$ cat src/rtl/bk_pkg.sv
// Shared widths, limits and Brent-Kung prefix cells for the pipelined subtractor.
package bk_pkg;

    localparam int BK_W = 4;
    localparam int ERR_CNT_W = 8;
    localparam logic [ERR_CNT_W-1:0] ERR_SAT = 8'd255;

    typedef struct packed {
        logic g;
        logic p;
    } gp_t;

    // Black cell: merge a high span with the adjacent lower span, keeping group propagate.
    function automatic gp_t black_cell(input gp_t hi, input gp_t lo);
        gp_t r;
        r.g = hi.g | (hi.p & lo.g);
        r.p = hi.p & lo.p;
        return r;
    endfunction

    // Grey cell: the merged span reaches bit 0, so only the generate term is meaningful.
    function automatic gp_t grey_cell(input gp_t hi, input gp_t lo);
        gp_t r;
        r.g = hi.g | (hi.p & lo.g);
        r.p = 1'b0;
        return r;
    endfunction

    // Green cell: folds the carry-in into bit 0 so every later prefix already includes it.
    function automatic gp_t green_cell(input gp_t b, input logic cin);
        gp_t r;
        r.g = b.g | (b.p & cin);
        r.p = 1'b0;
        return r;
    endfunction

endpackage

$ cat src/rtl/bk_prefix.sv
// Combinational Brent-Kung carry network: per-bit P/G plus carry-in to the full carry vector.
module bk_prefix import bk_pkg::*; #(
    parameter int N = BK_W + 1
) (
    input  logic [N-1:0] p,
    input  logic [N-1:0] g,
    input  logic         cin,
    output logic [N:0]   c
);

    localparam int LVL = $clog2(N);

    gp_t node [N];

    always_comb begin
        // NOTE: every node and carry is assigned before any conditional update, so no latch can form.
        for (int i = 0; i < N; i++) begin
            node[i].g = g[i];
            node[i].p = p[i];
        end
        node[0] = green_cell(node[0], cin);

        // Up-sweep builds power-of-two spans; the leftmost node at each level already reaches bit 0.
        for (int l = 0; l < LVL; l++) begin
            for (int i = (1 << (l + 1)) - 1; i < N; i += (1 << (l + 1))) begin
                if (i == (1 << (l + 1)) - 1)
                    node[i] = grey_cell(node[i], node[i - (1 << l)]);
                else
                    node[i] = black_cell(node[i], node[i - (1 << l)]);
            end
        end

        // Down-sweep completes the remaining prefixes from already-finished ones.
        for (int l = LVL - 2; l >= 0; l--) begin
            for (int i = (1 << (l + 1)) + (1 << l) - 1; i < N; i += (1 << (l + 1))) begin
                node[i] = grey_cell(node[i], node[i - (1 << l)]);
            end
        end

        c[0] = cin;
        for (int i = 0; i < N; i++) begin
            c[i + 1] = node[i].g;
        end
    end

endmodule

$ cat src/rtl/bk_sub_pipe.sv
// Two-stage valid/ready subtractor recovering b = s - a through a Brent-Kung carry network,
// flagging borrow or overflow and counting errored results.
module bk_sub_pipe import bk_pkg::*; #(
    parameter int W = BK_W
) (
    input  logic                 clk,
    input  logic                 rst,
    input  logic                 in_valid,
    output logic                 in_ready,
    input  logic [W:0]           in_s,
    input  logic [W-1:0]         in_a,
    output logic                 out_valid,
    input  logic                 out_ready,
    output logic [W-1:0]         out_b,
    output logic                 out_err,
    input  logic                 err_clr,
    output logic [ERR_CNT_W-1:0] err_cnt
);

    logic         v1;
    logic         v2;
    logic [W:0]   p1;
    logic [W:0]   g1;
    logic [W:0]   y;
    logic [W:0]   diff;
    logic [W+1:0] carry;
    logic         adv1;
    logic         adv2;
    logic         in_xfer;
    logic         out_xfer;

    assign y        = ~{1'b0, in_a};
    assign adv2     = !v2 || out_ready;
    assign adv1     = !v1 || adv2;
    // Gated by rst so nothing is offered as accepted while the pipeline is held in reset.
    assign in_ready  = adv1 && !rst;
    assign in_xfer   = in_valid && in_ready;
    assign out_valid = v2;
    assign out_xfer  = v2 && out_ready;

    always_ff @(posedge clk or posedge rst) begin
        // NOTE: state uses <= so every register samples the values from before the edge.
        if (rst) begin
            v1 <= 1'b0;
            v2 <= 1'b0;
        end else begin
            if (adv1) v1 <= in_xfer;
            if (adv2) v2 <= v1;
        end
    end

    // NOTE: the P/G operand registers carry no reset; v1 alone says whether they hold a transaction.
    always_ff @(posedge clk) begin
        if (in_xfer) begin
            p1 <= in_s ^ y;
            g1 <= in_s & y;
        end
    end

    bk_prefix #(.N(W + 1)) u_prefix (
        .p   (p1),
        .g   (g1),
        .cin (1'b1),
        .c   (carry)
    );

    assign diff = p1 ^ carry[W:0];

    always_ff @(posedge clk or posedge rst) begin
        if (rst) begin
            out_b   <= '0;
            out_err <= 1'b0;
        end else if (adv2 && v1) begin
            out_b   <= diff[W-1:0];
            out_err <= !carry[W+1] || diff[W];
        end
    end

    always_ff @(posedge clk or posedge rst) begin
        if (rst) begin
            err_cnt <= '0;
        end else if (err_clr) begin
            err_cnt <= '0;
        end else if (out_xfer && out_err && err_cnt != ERR_SAT) begin
            err_cnt <= err_cnt + 1'b1;
        end
    end

endmodule

$ cat config.mk
export PLATFORM = sky130hd
export DESIGN_NAME = bk_sub_pipe
export DESIGN_NICKNAME = d
export VERILOG_FILES = /design/src/rtl/bk_pkg.sv /design/src/rtl/bk_prefix.sv /design/src/rtl/bk_sub_pipe.sv
export SDC_FILE = /design/constraint.sdc
export NUM_CORES = 1
export LEC_CHECK = 0
export BUFFER_PORTS_ARGS = -buffer_cell sky130_fd_sc_hd__buf_2
export CAP_MARGIN = 15
export CORE_UTILIZATION = 45
export CTS_CLUSTER_SIZE = 14
export DETAILED_ROUTE_END_ITERATION = 7
export PLACE_DENSITY = 0.65
export SLEW_MARGIN = 5
export SYNTH_ARGS = -nofsm -noshare
export SYNTH_HDL_FRONTEND = slang
export SYNTH_SLANG_ARGS = --single-unit
$ cat constraint.sdc
create_clock -name clk -period 5 [get_ports clk]
set_input_delay 0.75 -clock clk [delete_from_list [all_inputs] [get_ports clk]]
set_output_delay 0.75 -clock clk [all_outputs]
set_load 0.01 [all_outputs]
==> run summary <==
The part of the power in the clock network is 22.7%. The count of synthesis-stage warnings from yosys is 0. Of the total power, registers draw 62.1%. In this run the core area contains 18 standard-cell rows. For flop-to-flop paths, the worst setup slack is 3.06 ns.

The number of instances in the synthesized netlist is 95. The die span in x came out at roughly 53 um. The clock latency on the worst-skew pair is between 0.3 and 0.4 ns. The number of clock buffers inserted by TritonCTS is 3. The worst setup path is of the in -> out kind. The most numerous cell type found on the critical path is sky130_fd_sc_hd__buf_2. Detailed routing inserted a total of 787 vias. The number of buffers inserted for hold repair after clock tree synthesis is 0.

The internal power consumption is 291 uW. The synthesized design spends more area on one cell type than any other, namely sky130_fd_sc_hd__dfrtp_1. The share of total power in combinational logic is 15.2%. The global-route usage over all layers came out at 15.8%. The first TritonRoute pass finished after 2 iterations. The number of slew-limit violations in the final report is 0. Post-CTS repair changed the size of 0 cells. The starting DRC count in detailed routing is 2. The congestion estimate from routability-driven global placement came to 0.676. The fraction of power spent switching nets came out at 25.5%. In this run the cell area of the synthesized design comes to 1180 sq um. The maximum vdd drop came out at 0.162 mV. The origin of the critical flop-to-flop path is p1[0].

Yosys attributes the largest share of cell area to sky130_fd_sc_hd__dfrtp_1 (32%), sky130_fd_sc_hd__edfxtp_1 (25%), sky130_fd_sc_hd__ha_1 (8.5%), sky130_fd_sc_hd__xor2_1 (4.5%), sky130_fd_sc_hd__nor2_1 (3.2%). The run finished with clean final reports. The number of sinks driven by the clock tree came out at 25. The number of antenna violations at the first check in global routing is 0. The critical path starts at out_ready. Of all nets on the critical path, the largest fanout is 3. The maximum single-stage delay on the critical path came out at roughly 0.14 ns. The worst setup path is launched from an input pin. The post-detailed-route wirelength per cell is 12.0 um. The floorplan core area came out at about 2500 sq um. The hold violation count in the final report came out at 0.

The number of antenna cells inserted is 0. The final layout contains routed wiring with a total length of about 1.9 mm. The final period demand of the worst path is 1.98 ns. The distinct cell type count of the synthesized netlist is 33. The post-synthesis net count is about 120. Detailed placement finished with a half-perimeter wire length of 1.42 mm. The maximum level of the CTS H-tree is 1. The accumulated negative setup slack came out at 0 ns. The number of setup buffers added after CTS is 0. Of the available clock period, the critical path in the final layout requires 39.6%. The highest clock frequency the design can meet is 505 MHz.

The number of maximum-capacitance violations came out at 0. The top-level port count came out at 29. The wire length of the first global-routing pass is 3.08 mm.

The power dissipated by switching net loads is 99.8 uW. The number of global-route vias before repair is 715. In the final layout, the share of cells above drive strength 1 is approximately a third. For this design, the slowest cell found on the critical path is sky130_fd_sc_hd__nor2b_1. The maximum clock path buffer count is 2. The root buffer cell chosen for the clock tree is sky130_fd_sc_hd__clkbuf_4. The floorplan step defined a die boundary enclosing 2830 sq um. The TritonCTS clock tree is yes. The register area share after synthesis came out at 57.3%. The worst slew margin relative to its limit is 62.2%. The number of storage elements in the synthesis netlist came out at 25. The vertical die dimension came out at 53.2 um. The average footprint of a synthesized cell came out at 12.4 sq um.

At the placement stage, the worst setup path has a slack of between 3 and 4 ns. For the final database, setup skew stands at 0.00346 ns. Dividing total power by cell area gives a power density of 284 nW/um^2. After clock tree synthesis, the clock-pin slew on the worst setup and hold paths is ~0.13 ns. The critical path required time is ~4.3 ns. Relative to the synthesized area, the layout overhead comes to 16.5%.

The count of input and output buffers is 28. The slew at the pin closest to its max-slew limit came out at about 0.57 ns. The type of element capturing the critical path is an output port. The worst path setup slack after routing is 3.02 ns.

The initial core utilization is a little under half. The static leakage power came out at 0.000706 uW. Traced cell by cell, the critical path runs through buf_2, nor2b_1, a21oi_1, buf_2. The tightest min-delay check is of the in -> async type. Setup repair after global routing left no endpoint under its margin. The number of DRC violations after detailed routing came out at 0.

The post-detailed-route count of antenna-violating nets came out at 0. The total number of nets in the final design is between 100 and 150. The maximum number of pins on one net before global-route repair came out at 16. The share of Yosys cell area claimed by the top area cell type is 31.8%. The signal arrival time at the worst endpoint came out at 1.23 ns. The routed via count divided by cell count came out at 5.08. The total overflow left after global routing is 0. The count of endpoints failing setup in the final report came out at 0.
==> final timing paths <==
check / end / depth (start not counted)
setup / recovery: in_ready / 4
hold / removal: out_b[0] / 2
setup reg to reg: out_err / 8
hold reg to reg: out_b[0] / 1
max in group asynchronous: err_cnt[0] / 2
min in group clk: out_b[0] / 1
==> power groups by stage <==
stage                     Clock [uW]  Sequential, uW  Combinational [uW]
after floorplan                    0             252                29.3
after global placement             0             247                58.2
after detailed placement           0             247                60.6
after CTS                       93.2             243                60.8
after global routing             102             245                67.7
final                           88.8             243                59.3
==> layout by cell type (no fill, tap or decap) <==
master	n
sky130_fd_sc_hd__nor2b_1	1
sky130_fd_sc_hd__edfxtp_1	10
sky130_fd_sc_hd__a21oi_1	2
sky130_fd_sc_hd__dfrtp_1	15
sky130_fd_sc_hd__a21o_1	1
sky130_fd_sc_hd__o21ai_2	1
sky130_fd_sc_hd__and4_2	1
sky130_fd_sc_hd__clkbuf_1	1
sky130_fd_sc_hd__nand2b_1	2
sky130_fd_sc_hd__xnor2_1	1
sky130_fd_sc_hd__nand2_1	4
sky130_fd_sc_hd__xor2_1	6
sky130_fd_sc_hd__ha_1	8
sky130_fd_sc_hd__o211ai_1	2
sky130_fd_sc_hd__nand4_4	1
sky130_fd_sc_hd__o21bai_1	1
sky130_fd_sc_hd__nand3_2	1
sky130_fd_sc_hd__and2_1	1
sky130_fd_sc_hd__o2111ai_1	2
sky130_fd_sc_hd__or2_2	2
sky130_fd_sc_hd__and3_2	1
sky130_fd_sc_hd__nor3_1	1
sky130_fd_sc_hd__clkbuf_4	3
sky130_fd_sc_hd__inv_1	7
sky130_fd_sc_hd__nor2_1	10
sky130_fd_sc_hd__o211ai_2	1
sky130_fd_sc_hd__mux2i_1	1
sky130_fd_sc_hd__buf_2	28
sky130_fd_sc_hd__and2_2	1
sky130_fd_sc_hd__o21a_1	1
sky130_fd_sc_hd__o21ai_0	3
sky130_fd_sc_hd__mux2_2	2
sky130_fd_sc_hd__o21ba_1	1
sky130_fd_sc_hd__and3_1	2
==> logic make-up after synthesis <==
kind of cell / count (synthesis) / synth area share, %
AND/OR/NAND/NOR: 28 / 13.9
flip-flops: 25 / 57.3
AO/OA/AOI/OAI: 15 / 9.44
buffers and inverters: 9 / 2.97
adder cells (fa/ha/maj): 8 / 8.48
XOR/XNOR: 7 / 5.20
multiplexers: 3 / 2.76
==> flip-flops by register name, indices dropped and copies added, names as in the netlist <==
name / flops
err_cnt: 8
p1: 5
g1: 5
out_b: 4
out_valid: 1
v1: 1
out_err: 1
==> layer usage <==
| metal | vias to the layer above | GRT usage, % | part of all wire, % | wire, um |
|---|---|---|---|---|
| li1 | 392 | - | - | - |
| met1 | 368 | 19.1 | 46 | 847 |
| met2 | 22 | 26.0 | 48 | 886 |
| met3 | 5 | 3.45 | 4.7 | 88 |
| met4 | 0 | 7.89 | 2.0 | 37 |
| met5 | - | 0 | 0 | 0 |
==> area by class of cell <==
class                   instances  area [sq um]
clock buffers                   4          26.3
fillers                       217          1100
inverters                       7          26.3
multi-input cells              61           469
flip-flops and latches         25           676
well taps                      30          37.5
repair buffers                 28           140
==> cell usage after synthesis <==
| cell | number |
|---|---|
| sky130_fd_sc_hd__xor2_1 | 6 |
| sky130_fd_sc_hd__nor3_1 | 1 |
| sky130_fd_sc_hd__ha_1 | 8 |
| sky130_fd_sc_hd__o21ai_2 | 1 |
| sky130_fd_sc_hd__nand2b_1 | 2 |
| sky130_fd_sc_hd__nand2_1 | 4 |
| sky130_fd_sc_hd__and2_2 | 1 |
| sky130_fd_sc_hd__buf_1 | 1 |
| sky130_fd_sc_hd__mux2_2 | 2 |
| sky130_fd_sc_hd__a21o_1 | 1 |
| sky130_fd_sc_hd__and3_2 | 1 |
| sky130_fd_sc_hd__o21bai_1 | 1 |
| sky130_fd_sc_hd__dfrtp_1 | 15 |
| sky130_fd_sc_hd__mux2i_1 | 1 |
| sky130_fd_sc_hd__and3_1 | 2 |
| sky130_fd_sc_hd__edfxtp_1 | 10 |
| sky130_fd_sc_hd__o2111ai_1 | 2 |
| sky130_fd_sc_hd__xnor2_1 | 1 |
| sky130_fd_sc_hd__o211ai_2 | 1 |
| sky130_fd_sc_hd__and4_2 | 1 |
| sky130_fd_sc_hd__or2_2 | 2 |
| sky130_fd_sc_hd__and2_1 | 1 |
| sky130_fd_sc_hd__nor2b_1 | 1 |
| sky130_fd_sc_hd__o211ai_1 | 2 |
| sky130_fd_sc_hd__o21ai_0 | 3 |
| sky130_fd_sc_hd__a21oi_1 | 2 |
| sky130_fd_sc_hd__buf_2 | 1 |
| sky130_fd_sc_hd__nor2_1 | 10 |
| sky130_fd_sc_hd__inv_1 | 7 |
| sky130_fd_sc_hd__nand4_4 | 1 |
| sky130_fd_sc_hd__o21ba_1 | 1 |
| sky130_fd_sc_hd__o21a_1 | 1 |
| sky130_fd_sc_hd__nand3_2 | 1 |
==> worst max-delay path: cells and delay by family <==
kind / cells / cell delay, ns
buffers and inverters: 2 / 0.25
AO/OA/AOI/OAI: 1 / 0.09
AND/OR/NAND/NOR: 1 / 0.14
==> stage by stage <==
step	cell area, sq um	hold WS (ns)	utilization [%]	total power (uW)	instances
2_1_floorplan	1180	0.432	-	281	95
3_3_place_gp	1350	0.445	54.4	305	151
3_5_place_dp	1350	0.463	54.4	308	151
4_1_cts	1380	0.477	55.5	397	155
5_1_grt	1380	0.505	55.5	415	155
6_report	1380	0.473	55.5	391	155
Power figures use the tool's default switching activity.
